$ cat config.mk
export PLATFORM = sky130hd
export DESIGN_NAME = uart_rx_duty
export DESIGN_NICKNAME = d
export VERILOG_FILES = /design/src/rtl/uart_pkg.sv /design/src/rtl/uart_baud_tick.sv /design/src/rtl/uart_rx_duty.sv
export SDC_FILE = /design/constraint.sdc
export NUM_CORES = 1
export LEC_CHECK = 0
export BUFFER_PORTS_ARGS = -buffer_cell sky130_fd_sc_hd__buf_4
export CORE_MARGIN = 2
export CORE_UTILIZATION = 55
export CTS_CLUSTER_SIZE = 30
export DETAILED_ROUTE_END_ITERATION = 8
export PLACE_DENSITY = 0.75
export SLEW_MARGIN = 30
export SYNTH_ARGS = -nofsm -noshare
export SYNTH_HDL_FRONTEND = slang
export SYNTH_SLANG_ARGS = --single-unit
$ cat constraint.sdc
create_clock -name CLK -period 1.9 [get_ports CLK]
set_input_delay 0.095 -clock CLK [delete_from_list [all_inputs] [get_ports CLK]]
set_output_delay 0.095 -clock CLK [all_outputs]
set_load 0.01 [all_outputs]
$ cat src/rtl/uart_pkg.sv
// Shared types and helpers for the duty-setting UART receiver.
package uart_pkg;

  typedef enum logic [2:0] {
    ST_IDLE,
    ST_START,
    ST_DATA,
    ST_PARITY,
    ST_STOP,
    ST_WAIT_IDLE
  } state_t;

  localparam int unsigned OVS_DEFAULT = 16;

  // Clocks per oversample tick, truncated and never below 1.
  function automatic int unsigned calc_div(input int unsigned clk_freq,
                                           input int unsigned baud,
                                           input int unsigned ovs);
    int unsigned d;
    d = clk_freq / (baud * ovs);
    return (d < 1) ? 1 : d;
  endfunction

endpackage

$ cat src/rtl/uart_baud_tick.sv
// Free-running divider emitting a one-clock oversample tick every DIV clocks.
module uart_baud_tick #(
  parameter int unsigned DIV = 27
) (
  input  logic CLK,
  input  logic RST,
  output logic TICK
);

  localparam int unsigned CW = (DIV > 1) ? $clog2(DIV) : 1;

  logic [CW-1:0] cnt;

  always_ff @(posedge CLK or posedge RST) begin
    if (RST) begin
      cnt  <= '0;
      TICK <= 1'b0;
    end else if (cnt == CW'(DIV - 1)) begin
      cnt  <= '0;
      TICK <= 1'b1;
    end else begin
      cnt  <= cnt + CW'(1);
      TICK <= 1'b0;
    end
  end

endmodule

$ cat src/rtl/uart_rx_duty.sv
// 8-bit UART receiver whose good frames also load a held PWM duty value.
// Define UART_RX_DUTY_PARITY_EN to add an even-parity bit between data and stop.
module uart_rx_duty
  import uart_pkg::*;
#(
  parameter int unsigned CLK_FREQ = 50000000,
  parameter int unsigned BAUD     = 115200,
  parameter int unsigned OVS      = OVS_DEFAULT
) (
  input  logic       CLK,
  input  logic       RST,
  input  logic       RX,
  output logic [7:0] DATA,
  output logic       DATA_VALID,
  output logic       FRAME_ERR,
  output logic [7:0] DUTY
);

  localparam int unsigned DIV = calc_div(CLK_FREQ, BAUD, OVS);
  localparam int unsigned PW  = (OVS > 1) ? $clog2(OVS) : 1;
  localparam logic [PW-1:0] HALF_LAST = PW'(OVS / 2 - 1);
  localparam logic [PW-1:0] FULL_LAST = PW'(OVS - 1);

  logic          sync1, sync2;
  logic          tick;
  state_t        state;
  logic [PW-1:0] phase;
  logic [2:0]    bit_idx;
  logic [7:0]    shreg;
  logic          stop_ok_c;

  uart_baud_tick #(.DIV(DIV)) u_tick (
    .CLK  (CLK),
    .RST  (RST),
    .TICK (tick)
  );

`ifdef UART_RX_DUTY_PARITY_EN
  logic par_err;
  assign stop_ok_c = sync2 & ~par_err;
`else
  assign stop_ok_c = sync2;
`endif

  always_ff @(posedge CLK or posedge RST) begin
    if (RST) begin
      sync1      <= 1'b1;
      sync2      <= 1'b1;
      state      <= ST_IDLE;
      phase      <= '0;
      bit_idx    <= '0;
      shreg      <= '0;
      DATA       <= '0;
      DUTY       <= '0;
      DATA_VALID <= 1'b0;
      FRAME_ERR  <= 1'b0;
`ifdef UART_RX_DUTY_PARITY_EN
      par_err    <= 1'b0;
`endif
    end else begin
      sync1      <= RX;
      sync2      <= sync1;
      DATA_VALID <= 1'b0;
      FRAME_ERR  <= 1'b0;
      case (state)
        ST_IDLE: begin
          if (!sync2) begin
            state <= ST_START;
            phase <= '0;
          end
        end
        // Re-check the start bit at its centre to reject short glitches.
        ST_START: begin
          if (tick) begin
            if (phase == HALF_LAST) begin
              phase   <= '0;
              bit_idx <= '0;
              state   <= sync2 ? ST_IDLE : ST_DATA;
            end else begin
              phase <= phase + PW'(1);
            end
          end
        end
        ST_DATA: begin
          if (tick) begin
            if (phase == FULL_LAST) begin
              phase   <= '0;
              shreg   <= {sync2, shreg[7:1]};
              bit_idx <= bit_idx + 3'd1;
`ifdef UART_RX_DUTY_PARITY_EN
              if (bit_idx == 3'd7) state <= ST_PARITY;
`else
              if (bit_idx == 3'd7) state <= ST_STOP;
`endif
            end else begin
              phase <= phase + PW'(1);
            end
          end
        end
`ifdef UART_RX_DUTY_PARITY_EN
        ST_PARITY: begin
          if (tick) begin
            if (phase == FULL_LAST) begin
              phase   <= '0;
              par_err <= sync2 ^ (^shreg);
              state   <= ST_STOP;
            end else begin
              phase <= phase + PW'(1);
            end
          end
        end
`endif
        ST_STOP: begin
          if (tick) begin
            if (phase == FULL_LAST) begin
              phase <= '0;
              if (stop_ok_c) begin
                DATA       <= shreg;
                DUTY       <= shreg;
                DATA_VALID <= 1'b1;
                state      <= ST_IDLE;
              end else begin
                FRAME_ERR <= 1'b1;
                state     <= sync2 ? ST_IDLE : ST_WAIT_IDLE;
              end
            end else begin
              phase <= phase + PW'(1);
            end
          end
        end
        // A held-low line (break) must return high for a full bit before rearming.
        ST_WAIT_IDLE: begin
          if (!sync2) begin
            phase <= '0;
          end else if (tick) begin
            if (phase == FULL_LAST) begin
              phase <= '0;
              state <= ST_IDLE;
            end else begin
              phase <= phase + PW'(1);
            end
          end
        end
        default: state <= ST_IDLE;
      endcase
    end
  end

endmodule

==> results of run 1 <==
## where the power goes
part           leakage [uW]  switching (uW)  internal, uW
combinational      0.000503            17.4          7.85
clock             0.0000295             247           149
sequential         0.000471            4.17           770
## cell usage after synthesis, drive strengths merged (2+ instances only)
cell type  count  area, um2
a21o           5       38.8
a21oi          6       30.0
a22o           4       35.0
a31oi          2       12.5
buf           12       85.1
clkbuf         5       18.8
dfrtp         34        851
dfstp          2       52.6
ha             5       62.6
inv            7       26.3
mux2          17        195
nand2          8       30.0
nand2b         5       31.3
nand3          6       30.0
nor2           7       26.3
nor3           2       10.0
nor4           2       12.5
o21ai         11       55.1
o311ai         2       17.5
xnor2          2       17.5
xor2           3       26.3
## cells by family after synthesis
group | count (synthesis) | synth area share
simple gates | 37 | 0.113
compound gates | 36 | 0.137
flops | 36 | 0.508
buf+inv | 24 | 0.0732
mux | 17 | 0.110
xor+xnor | 5 | 0.0246
fa+ha+maj | 5 | 0.0352
## final cells by class
| type | count | area [um2] | area share |
|---|---|---|---|
| Multi-Input combinational cell | 100 | 744 | 0.366 |
| Tap cell | 44 | 55.1 | 0.0270 |
| Inverter | 7 | 26.3 | 0.0129 |
| Timing Repair Buffer | 33 | 253 | 0.124 |
| Clock inverter | 1 | 8.76 | 0.00430 |
| Clock buffer | 7 | 45.0 | 0.0221 |
| Sequential cell | 36 | 903 | 0.444 |
## sequential cells by signal (all words and copies together) (netlist names)
name and count:
phase 4, DUTY 8, sync1 1, DATA_VALID 1, FRAME_ERR 1, u_tick.cnt 5
shreg 8, u_tick.TICK 1, stop_ok_c 1, state 3, bit_idx 3
## path summary, 6_finish.rpt
check                                      from                       to  slack (ns)  cells after the start
setup / recovery           state[0]$_DFFE_PP0P_     phase[0]$_DFFE_PP0P_        0.15                      6
hold / removal                  sync1$_DFF_PP1_      stop_ok_c$_DFF_PP1_        0.37                      0
setup reg to reg           state[0]$_DFFE_PP0P_     phase[0]$_DFFE_PP0P_        0.15                      6
hold reg to reg                 sync1$_DFF_PP1_      stop_ok_c$_DFF_PP1_        0.37                      0
max in group asynchronous                   RST      stop_ok_c$_DFF_PP1_        1.14                      4
min in group asynchronous                   RST  u_tick.cnt[0]$_DFF_PP0_        0.42                      4
## worst reg2reg max path, stage by stage (launching register included)
cell and delay (ns):
sky130_fd_sc_hd__dfrtp_1 0.48, sky130_fd_sc_hd__buf_4 0.23, sky130_fd_sc_hd__nor2b_1 0.23, sky130_fd_sc_hd__o21ai_0 0.11, sky130_fd_sc_hd__a31oi_1 0.27, sky130_fd_sc_hd__a21oi_1 0.07
sky130_fd_sc_hd__o221a_2 0.25
## metal layers
| metal | track usage | part of all wire | up-vias |
|---|---|---|---|
| met4 | 0.0373 | 0 | 0 |
| met3 | 0.0554 | 0.049 | 0 |
| met2 | 0.349 | 0.50 | 44 |
| met1 | 0.250 | 0.45 | 630 |
| li1 | - | - | 608 |
| met5 | 0 | 0 | - |
## per-stage QoR
stage | instance area [um2] | std cells | setup WS [ns]
5_1_grt | 2040 | 228 | 0.00771
3_5_place_dp | 1960 | 218 | 0.209
4_1_cts | 2040 | 228 | 0.180
6_report | 2040 | 228 | 0.155
2_1_floorplan | 1780 | 160 | 0.238
3_3_place_gp | 1960 | 218 | 0.266
==> flow_metrics.py, run 1 <==
metrics = {
    "outcome": {
        "status": "complete, no violations",
    },
    "synthesis": {
        "synth.net_count": 168,
        "synth_area_um2": 1780,
        "ys_warn_count": 0,
        "syn_inst": 160,
        "synth_enable_flop_cells": 0,
        "yosysSeqAreaShare": 0.508,
        "postSynth.topFlopCell": "sky130_fd_sc_hd__dfrtp_1",
        "synthesis.area_per_instance_um2": 11.1,
        "yosys_register_bits": 36,
        "synthArstFlopShare": 1.00,
        "synthDistinctLibCells": 37,
    },
    "global_route": {
        "grt_overflow": 0,
        "grt_start_max_net_pins": 37,
        "groute.usage.overall": 0.200,
        "initial_antenna_violation_count": 0,
        "first_global_vias": 1214,
        "first_pass_grt_wire_length_mm": 5.51,
    },
    "die": {
        "core.rowCount": 20,
        "ios": 21,
        "floorplan.core_area_um2": 3050,
        "die_span_y_um": 60.9,
        "floorplan.initialDensity": 0.582,
        "fp.dieW_um": 60.9,
        "die_area_um2": 3700,
    },
    "finish": {
        "final_cell_mix": "sky130_fd_sc_hd__dfrtp_1 (34), sky130_fd_sc_hd__buf_4 (31), sky130_fd_sc_hd__mux2_2 (16)",
        "design.final.nets": 191,
        "layout.core_utilization": 0.667,
        "layout_cells_sized_above_1": 0.326,
        "antenna-diode-count": 0,
        "final_common_cell": "sky130_fd_sc_hd__dfrtp_1",
        "layout.filler_cells": 254,
        "post_synthesis_to_final_layout_area_growth_pct": 14.5,
    },
    "power_and_ir_drop": {
        "total_power_uw": 1200,
        "p_leak_uw": 0.00100,
        "vdd_drop_max_mv": 0.408,
        "power.density_cell_area_nw_per_um2": 587,
    },
    "sta": {
        "final_setup_violation_count": 0,
        "worstMarginPinSlew_ns": 0.450,
        "final_hold_slack_ns": 0.367,
        "final_hold_violation_count": 0,
        "timing.final.crit_share": 0.919,
        "finalWorstPathRequiredPeriod_ns": 1.75,
        "fin_tns_setup_ns": 0,
        "timing.final.max_slew_violations": 0,
        "fin_skew_ns": 0.00464,
        "grt_setup_unrepaired": "no",
        "maxSlewHeadroom": 0.700,
        "max_freq_ghz": 0.573,
    },
    "worst_setup_path": {
        "worst-path-max-fanout": 14,
        "cp.arrival_ns": 1.97,
        "critical_path.slowest_cell": "sky130_fd_sc_hd__dfrtp_1",
        "startpoint_type": "flop",
        "worstPathRequired_ns": 2.12,
        "timing_worst_setup_path_type": "reg2reg",
        "cpLargestDelayFamily": "compound AO/OA/AOI/OAI gates",
        "cp_num_buf_inv": 1,
        "worstSetupEndpointType": "flop",
        "max_stage_delay_ns": 0.48,
        "crit_path_cell_trace": "buf_4 > nor2b_1 > o21ai_0 > a31oi_1 > a21oi_1 > o221a_2",
    },
    "detailed_routing": {
        "first_iter_violations": 33,
        "route.antenna.remaining_nets": 0,
        "routed_wire_length_mm": 3.27,
        "vias": 1282,
        "post_drt_wl_per_cell_um": 14.3,
        "drt_pre_antenna_iters": 4,
        "viasPerCell": 5.62,
        "drt_drc_violations_left": 0,
    },
    "clock_tree": {
        "buffer_cell_driving_the_clock_tree_root": "sky130_fd_sc_hd__clkbuf_4",
        "max_root_sink_buffers": 2,
        "clkSlewWorstSetupHoldPaths_ns": 0.11,
        "cts-buffers-inserted": 5,
        "number_of_h_tree_branching_levels": 2,
        "post-cts-setup-buffer-count": 0,
        "cts_resized": 0,
        "cts_tree": "yes",
        "cts_hold_buf": 2,
        "clk-insertion-delay-late_ns": 0.32,
        "cts_sinks": 36,
    },
    "place": {
        "place_hpwl_mm": 2.29,
        "gp_congestion": 0.891,
        "port_buffers": 20,
    },
    "job": {
        "drv_cap": 0,
    },
    "min_path": {
        "worst_hold_path_type": "reg2reg",
    },
}
(Power assumes the default switching activity.)
==> inputs of run 2 (changes only) <==
SYNTH_HIERARCHICAL = 1   (was not set)
==> run 2 against run 1 <==
  * Count of clock-buffer cells in the layout down 2
  * Non-clock buffer count down 6
  * Largest power group unchanged
  * Sequential cell count unchanged
  * Largest cell class unchanged
==> flow_metrics.py, run 2 <==
metrics = {
    "outcome": {
        "status": "complete, no violations",
    },
    "sta": {
        "fin_skew_ns": 0.00875,
        "final_hold_slack_ns": 0.220,
        "final_setup_violation_count": 0,
        "worstMarginPinSlew_ns": 0.469,
        "grt_setup_unrepaired": "no",
        "final_hold_violation_count": 0,
        "finalWorstPathRequiredPeriod_ns": 1.79,
        "fin_tns_setup_ns": 0,
        "timing.final.crit_share": 0.941,
        "maxSlewHeadroom": 0.688,
        "timing.final.max_slew_violations": 0,
        "max_freq_ghz": 0.559,
    },
    "place": {
        "port_buffers": 20,
        "gp_congestion": 0.822,
        "place_hpwl_mm": 2.31,
        "post-place-cells": 224,
    },
    "synthesis": {
        "synthArstFlopShare": 1.00,
        "synth_top_cells_by_count": "sky130_fd_sc_hd__dfrtp_1 (34), sky130_fd_sc_hd__nand2_1 (24), sky130_fd_sc_hd__buf_4 (10)",
        "synth_top_area_frac": 0.459,
        "yosys_register_bits": 36,
        "postSynth.topFlopCell": "sky130_fd_sc_hd__dfrtp_1",
        "syn_inst": 168,
        "synth_area_um2": 1850,
        "post_synth_main_area_contributors": "sky130_fd_sc_hd__dfrtp_1 (46%), sky130_fd_sc_hd__mux2_2 (5.5%), sky130_fd_sc_hd__nand2_1 (4.9%)",
        "synthesis.area_per_instance_um2": 11.0,
        "yosysSeqAreaShare": 0.487,
        "synth.net_count": 176,
        "synthDistinctLibCells": 47,
        "synth_enable_flop_cells": 0,
        "synth_most_common_cell": "sky130_fd_sc_hd__dfrtp_1",
        "synth_largest_area_cell": "sky130_fd_sc_hd__dfrtp_1",
        "ys_warn_count": 6,
    },
    "detailed_routing": {
        "first_iter_violations": 34,
        "viasPerCell": 5.55,
        "drt_drc_violations_left": 0,
        "routed_wire_length_mm": 3.24,
        "drt_pre_antenna_iters": 4,
        "vias": 1298,
        "post_drt_wl_per_cell_um": 13.9,
        "route.antenna.remaining_nets": 0,
    },
    "finish": {
        "post_layout_nonfiller_instances": 234,
        "top_regs": "DUTY (8), shreg (8), u_tick/cnt (5)",
        "post_synthesis_to_final_layout_area_growth_pct": 12.2,
        "final_cell_mix": "sky130_fd_sc_hd__dfrtp_1 (34), sky130_fd_sc_hd__buf_4 (25), sky130_fd_sc_hd__nand2_1 (24)",
        "final_common_cell": "sky130_fd_sc_hd__dfrtp_1",
        "design.final.nets": 195,
        "layout_cells_sized_above_1": 0.277,
        "layout.core_utilization": 0.634,
        "layout.filler_cells": 275,
        "antenna-diode-count": 0,
    },
    "global_route": {
        "first_global_vias": 1237,
        "grt_start_max_net_pins": 31,
        "initial_antenna_violation_count": 0,
        "first_pass_grt_wire_length_mm": 5.26,
        "grt_overflow": 0,
        "groute.usage.overall": 0.188,
    },
    "worst_setup_path": {
        "cp_num_buf_inv": 1,
        "worst-path-max-fanout": 10,
        "crit_path_cell_trace": "ha_1 > and4_1 > and3_1 > buf_4 > mux2_2",
        "cpLargestDelayFamily": "simple AND/OR/NAND/NOR gates",
        "timing_worst_setup_path_type": "reg2reg",
        "critical_path.slowest_cell": "sky130_fd_sc_hd__dfrtp_1",
        "max_stage_delay_ns": 0.42,
        "worstPathRequired_ns": 2.12,
        "cp.arrival_ns": 2.01,
        "worstSetupEndpointType": "flop",
        "startpoint_type": "flop",
    },
    "power_and_ir_drop": {
        "vdd_drop_max_mv": 0.483,
        "p_leak_uw": 0.00104,
        "power.density_cell_area_nw_per_um2": 636,
    },
    "die": {
        "floorplan.initialDensity": 0.565,
        "floorplan.core_area_um2": 3280,
        "die_span_y_um": 62.1,
        "ios": 21,
        "die_area_um2": 3850,
        "fp.dieW_um": 62.1,
        "core.rowCount": 21,
    },
    "job": {
        "drv_cap": 0,
    },
    "clock_tree": {
        "cts_sinks": 36,
        "buffer_cell_driving_the_clock_tree_root": "sky130_fd_sc_hd__clkbuf_4",
        "number_of_h_tree_branching_levels": 2,
        "cts_tree": "yes",
        "clk-insertion-delay-late_ns": 0.33,
        "cts-buffers-inserted": 5,
        "max_root_sink_buffers": 2,
        "clkSlewWorstSetupHoldPaths_ns": 0.10,
    },
    "min_path": {
        "worst_hold_path_type": "in2async",
    },
}
[run 2: cell count changes in the layout (fill, tap and decap cells not counted), sizes merged, moves of 4 or more]
| cell | delta |
|---|---|
| mux2 | -6 |
| buf | -6 |
| a21o | -4 |
| o21ai | -5 |
| nand2 | +16 |
[run 2: layout make-up]
cell class              instances  area [um2]  share of cell area
clock buffers                   5        37.5              0.0180
well taps                      46        57.6              0.0277
clock inverters                 3        42.5              0.0204
inverters                       5        18.8             0.00902
repair buffers                 27         208              0.0998
multi-input cells             112         813               0.391
flip-flops and latches         36         903               0.434
[run 2: metrics by stage]
step | setup WS, ns | instance area [um2] | total power, uW
after floorplan | 0.233 | 1850 | 802
after global placement | 0.163 | 1980 | 812
after detailed placement | 0.127 | 1980 | 813
after CTS | 0.110 | 2080 | 1340
after global routing | 0.0268 | 2080 | 1400
final | 0.111 | 2080 | 1320
[run 2: what timing repair did]
item,in CTS,in global routing
hold endpoints to repair,35,0
gates resized for setup,0,0
hold buffers,2,0
setup buffers,0,0
[run 2: power by group]
group	total, uW	switching, uW	internal, uW
Sequential	773	3.26	770
Clock	524	250	274
Combinational	26.6	17.4	9.24
[run 2: path summary, 6_finish.rpt]
kind | from | end | slack (ns) | cells after the start
min in group CLK | sync1$_DFF_PP1_ | stop_ok_c$_DFF_PP1_ | 0.37 | 0
max | phase[0]$_DFFE_PP0P_ | bit_idx[0]$_DFFE_PP0P_ | 0.11 | 5
min | RST | u_tick/cnt[0]$_DFF_PP0_ | 0.22 | 3
max reg2reg | phase[0]$_DFFE_PP0P_ | bit_idx[0]$_DFFE_PP0P_ | 0.11 | 5
max in group asynchronous | RST | stop_ok_c$_DFF_PP1_ | 1.20 | 4
min reg2reg | sync1$_DFF_PP1_ | stop_ok_c$_DFF_PP1_ | 0.37 | 0
[run 2: cell families after synthesis]
| kind of cell | count (synthesis) | synth area share |
|---|---|---|
| AO/OA/AOI/OAI | 32 | 0.130 |
| flip-flops | 36 | 0.487 |
| multiplexers | 11 | 0.0709 |
| adder cells (fa/ha/maj) | 5 | 0.0337 |
| buffers and inverters | 20 | 0.0742 |
| XOR/XNOR | 2 | 0.00945 |
| AND/OR/NAND/NOR | 62 | 0.194 |
[run 2: tightest hold or removal path, cell delays in order]
cell and delay (ns):
sky130_fd_sc_hd__dlygate4sd3_1 0.53, sky130_fd_sc_hd__buf_4 0.13, sky130_fd_sc_hd__inv_1 0.17
[run 2: routing by layer]
metal / vias up / track usage / share of wire
met5: - / 0 / 0
met4: 0 / 0.0821 / 0.012
met3: 5 / 0.0435 / 0.039
met2: 27 / 0.320 / 0.52
met1: 645 / 0.225 / 0.43
li1: 621 / - / -
==> inputs of run 3 (changes only) <==
PLACE_DENSITY = 0.76   (was 0.75)
==> run 3 against run 2 <==
  * Global-route usage is 0.44 points lower
  * Final cell count up 0.85%
  * Count of clock-buffer cells in the layout grew 3
  * Via count is 1.0% lower
  * Register-to-register slack better by 0.02 ns
  * Combinational power about the same
  * Sequential share of layout area shrank 0.21 points
  * Critical path depth unchanged
  * Core utilization is 0.30 points higher
  * Sequential power barely moved
  * Clock power is 13% lower
  * Non-clock buffer count grew 2
  * Critical endpoint unchanged
  * Largest cell class unchanged
  * Largest power group unchanged
  * Highest routed layer unchanged
==> flow_metrics.py, run 3 (synthesis results as in run 2) <==
metrics = {
    "detailed_routing": {
        "routed_wire_length_mm": 3.17,
        "viasPerCell": 5.44,
        "post_drt_wl_per_cell_um": 13.4,
        "dr_wl_met3_um": 129,
        "first_iter_violations": 117,
        "topRoutingLayerUsed": "met4",
        "route.layer.met1.wl_mm": 1.46,
        "vias": 1285,
        "route.antenna.remaining_nets": 0,
        "met2_wirelength_mm": 1.54,
        "drt_pre_antenna_iters": 4,
        "drt_drc_violations_left": 0,
    },
    "global_route": {
        "first_global_vias": 1142,
        "initial_antenna_violation_count": 0,
        "first_pass_grt_wire_length_mm": 5.06,
        "grt_start_max_net_pins": 31,
        "grt_overflow": 0,
        "groute.usage.overall": 0.183,
    },
    "finish": {
        "final-seq-area_um2": 903,
        "design.final.nets": 197,
        "multi_input_logic_area_um2": 820,
        "layout_cells_sized_above_1": 0.289,
        "antenna-diode-count": 0,
        "post_synthesis_to_final_layout_area_growth_pct": 12.8,
        "layout.filler_cells": 266,
        "final_area_um2": 2090,
        "layout.core_utilization": 0.637,
        "final_cell_mix": "sky130_fd_sc_hd__dfrtp_1 (34), sky130_fd_sc_hd__buf_4 (27), sky130_fd_sc_hd__nand2_1 (24)",
        "top_regs": "DUTY (8), shreg (8), u_tick/cnt (5)",
        "final_common_cell": "sky130_fd_sc_hd__dfrtp_1",
    },
    "sta": {
        "fin_skew_ns": 0.0135,
        "fin_tns_setup_ns": 0,
        "final_setup_violation_count": 0,
        "grt_setup_unrepaired": "no",
        "finalWorstPathRequiredPeriod_ns": 1.77,
        "maxSlewHeadroom": 0.696,
        "max_freq_ghz": 0.566,
        "worstMarginPinSlew_ns": 0.455,
        "timing.final.max_slew_violations": 0,
        "final_hold_violation_count": 0,
        "timing.final.crit_share": 0.931,
    },
    "power_and_ir_drop": {
        "combinationalPowerShare": 0.021,
        "p_switching_uw": 260,
        "vdd_drop_max_mv": 0.407,
        "p_leak_uw": 0.00105,
        "power.density_cell_area_nw_per_um2": 601,
        "clockPowerShare": 0.364,
        "internal_power_uw": 997,
        "power.sequential.fraction": 0.615,
        "sw_frac_of_total": 0.207,
    },
    "die": {
        "die_area_um2": 3850,
        "floorplan.core_area_um2": 3280,
        "die_span_y_um": 62.1,
        "ios": 21,
        "floorplan.initialDensity": 0.565,
        "fp.dieW_um": 62.1,
        "core.rowCount": 21,
    },
    "place": {
        "placed_area_um2": 2000,
        "port_buffers": 20,
        "place_hpwl_mm": 2.29,
        "gp_congestion": 0.911,
    },
    "worst_setup_path": {
        "critical_path.slowest_cell": "sky130_fd_sc_hd__dfrtp_1",
        "cp_num_buf_inv": 1,
        "worstSetupEndpointType": "flop",
        "cpLargestDelayFamily": "simple AND/OR/NAND/NOR gates",
        "max_stage_delay_ns": 0.42,
        "worstPathRequired_ns": 2.14,
        "worst-path-max-fanout": 10,
        "cp.arrival_ns": 2.01,
        "timing.critical_path.from": "phase[0]$_DFFE_PP0P_",
        "regToRegStartpoint": "phase[0]$_DFFE_PP0P_",
        "timing_worst_setup_path_type": "reg2reg",
        "startpoint_type": "flop",
        "crit_path_cell_trace": "ha_1 > and4_2 > and3_1 > buf_4 > mux2_2",
    },
    "clock_tree": {
        "buffer_cell_driving_the_clock_tree_root": "sky130_fd_sc_hd__clkbuf_4",
        "max_root_sink_buffers": 2,
        "post-cts-setup-buffer-count": 0,
        "clkSlewWorstSetupHoldPaths_ns": 0.11,
        "cts_tree": "yes",
        "cts_sinks": 36,
        "cts-buffers-inserted": 5,
        "number_of_h_tree_branching_levels": 2,
        "clk-insertion-delay-late_ns": 0.34,
    },
    "job": {
        "drv_cap": 0,
    },
    "outcome": {
        "status": "complete, no violations",
    },
    "min_path": {
        "worst_hold_path_type": "in2async",
    },
}
## run 3: per-layer routing
metal	vias up	GRT usage
li1	626	-
met1	630	0.245
met2	23	0.277
met3	6	0.0621
met4	0	0.0669
met5	-	0
## run 3: what timing repair did
action	in CTS	in global routing
hold endpoints to repair	35	0
endpoints found under the setup margin	0	1
hold buffers	2	0
resized for setup	0	2
## run 3: worst paths after layout
check / to / slack (ns) / depth (start not counted)
max: bit_idx[0]$_DFFE_PP0P_ / 0.13 / 5
min: u_tick/cnt[3]$_DFF_PP0_ / 0.23 / 3
max reg2reg: bit_idx[0]$_DFFE_PP0P_ / 0.13 / 5
min reg2reg: stop_ok_c$_DFF_PP1_ / 0.35 / 0
max in group asynchronous: sync1$_DFF_PP1_ / 1.20 / 4
min in group CLK: stop_ok_c$_DFF_PP1_ / 0.35 / 0
## run 3: area by class of cell
| type | instances | area share |
|---|---|---|
| sequential | 36 | 0.432 |
| multi-input combinational | 112 | 0.392 |
| timing repair buffer | 29 | 0.107 |
| clock buffer | 8 | 0.0329 |
| tap | 46 | 0.0275 |
| inverter | 5 | 0.00898 |
## run 3: worst min-delay path: stages
cell and delay, ns:
sky130_fd_sc_hd__dlygate4sd3_1 0.53, sky130_fd_sc_hd__buf_4 0.13, sky130_fd_sc_hd__inv_1 0.18
## run 3: power by group through the flow
stage	logic [uW]	registers (uW)	clock network [uW]
final	26.6	773	457
after global routing	31.5	774	506
after CTS	28.0	773	467
after detailed placement	24.6	788	0
after global placement	23.9	788	0
after floorplan	15.2	787	0
## run 3: per-stage QoR
step           total power (uW)  hold WS (ns)  cells  worst slack (ns)
2_1_floorplan               802        -0.114    168             0.233
3_3_place_gp                812        0.0308    226             0.175
3_5_place_dp                813        0.0347    226             0.142
4_1_cts                    1270         0.220    236            0.0951
5_1_grt                    1310         0.240    236            0.0620
6_report                   1260         0.225    236             0.132
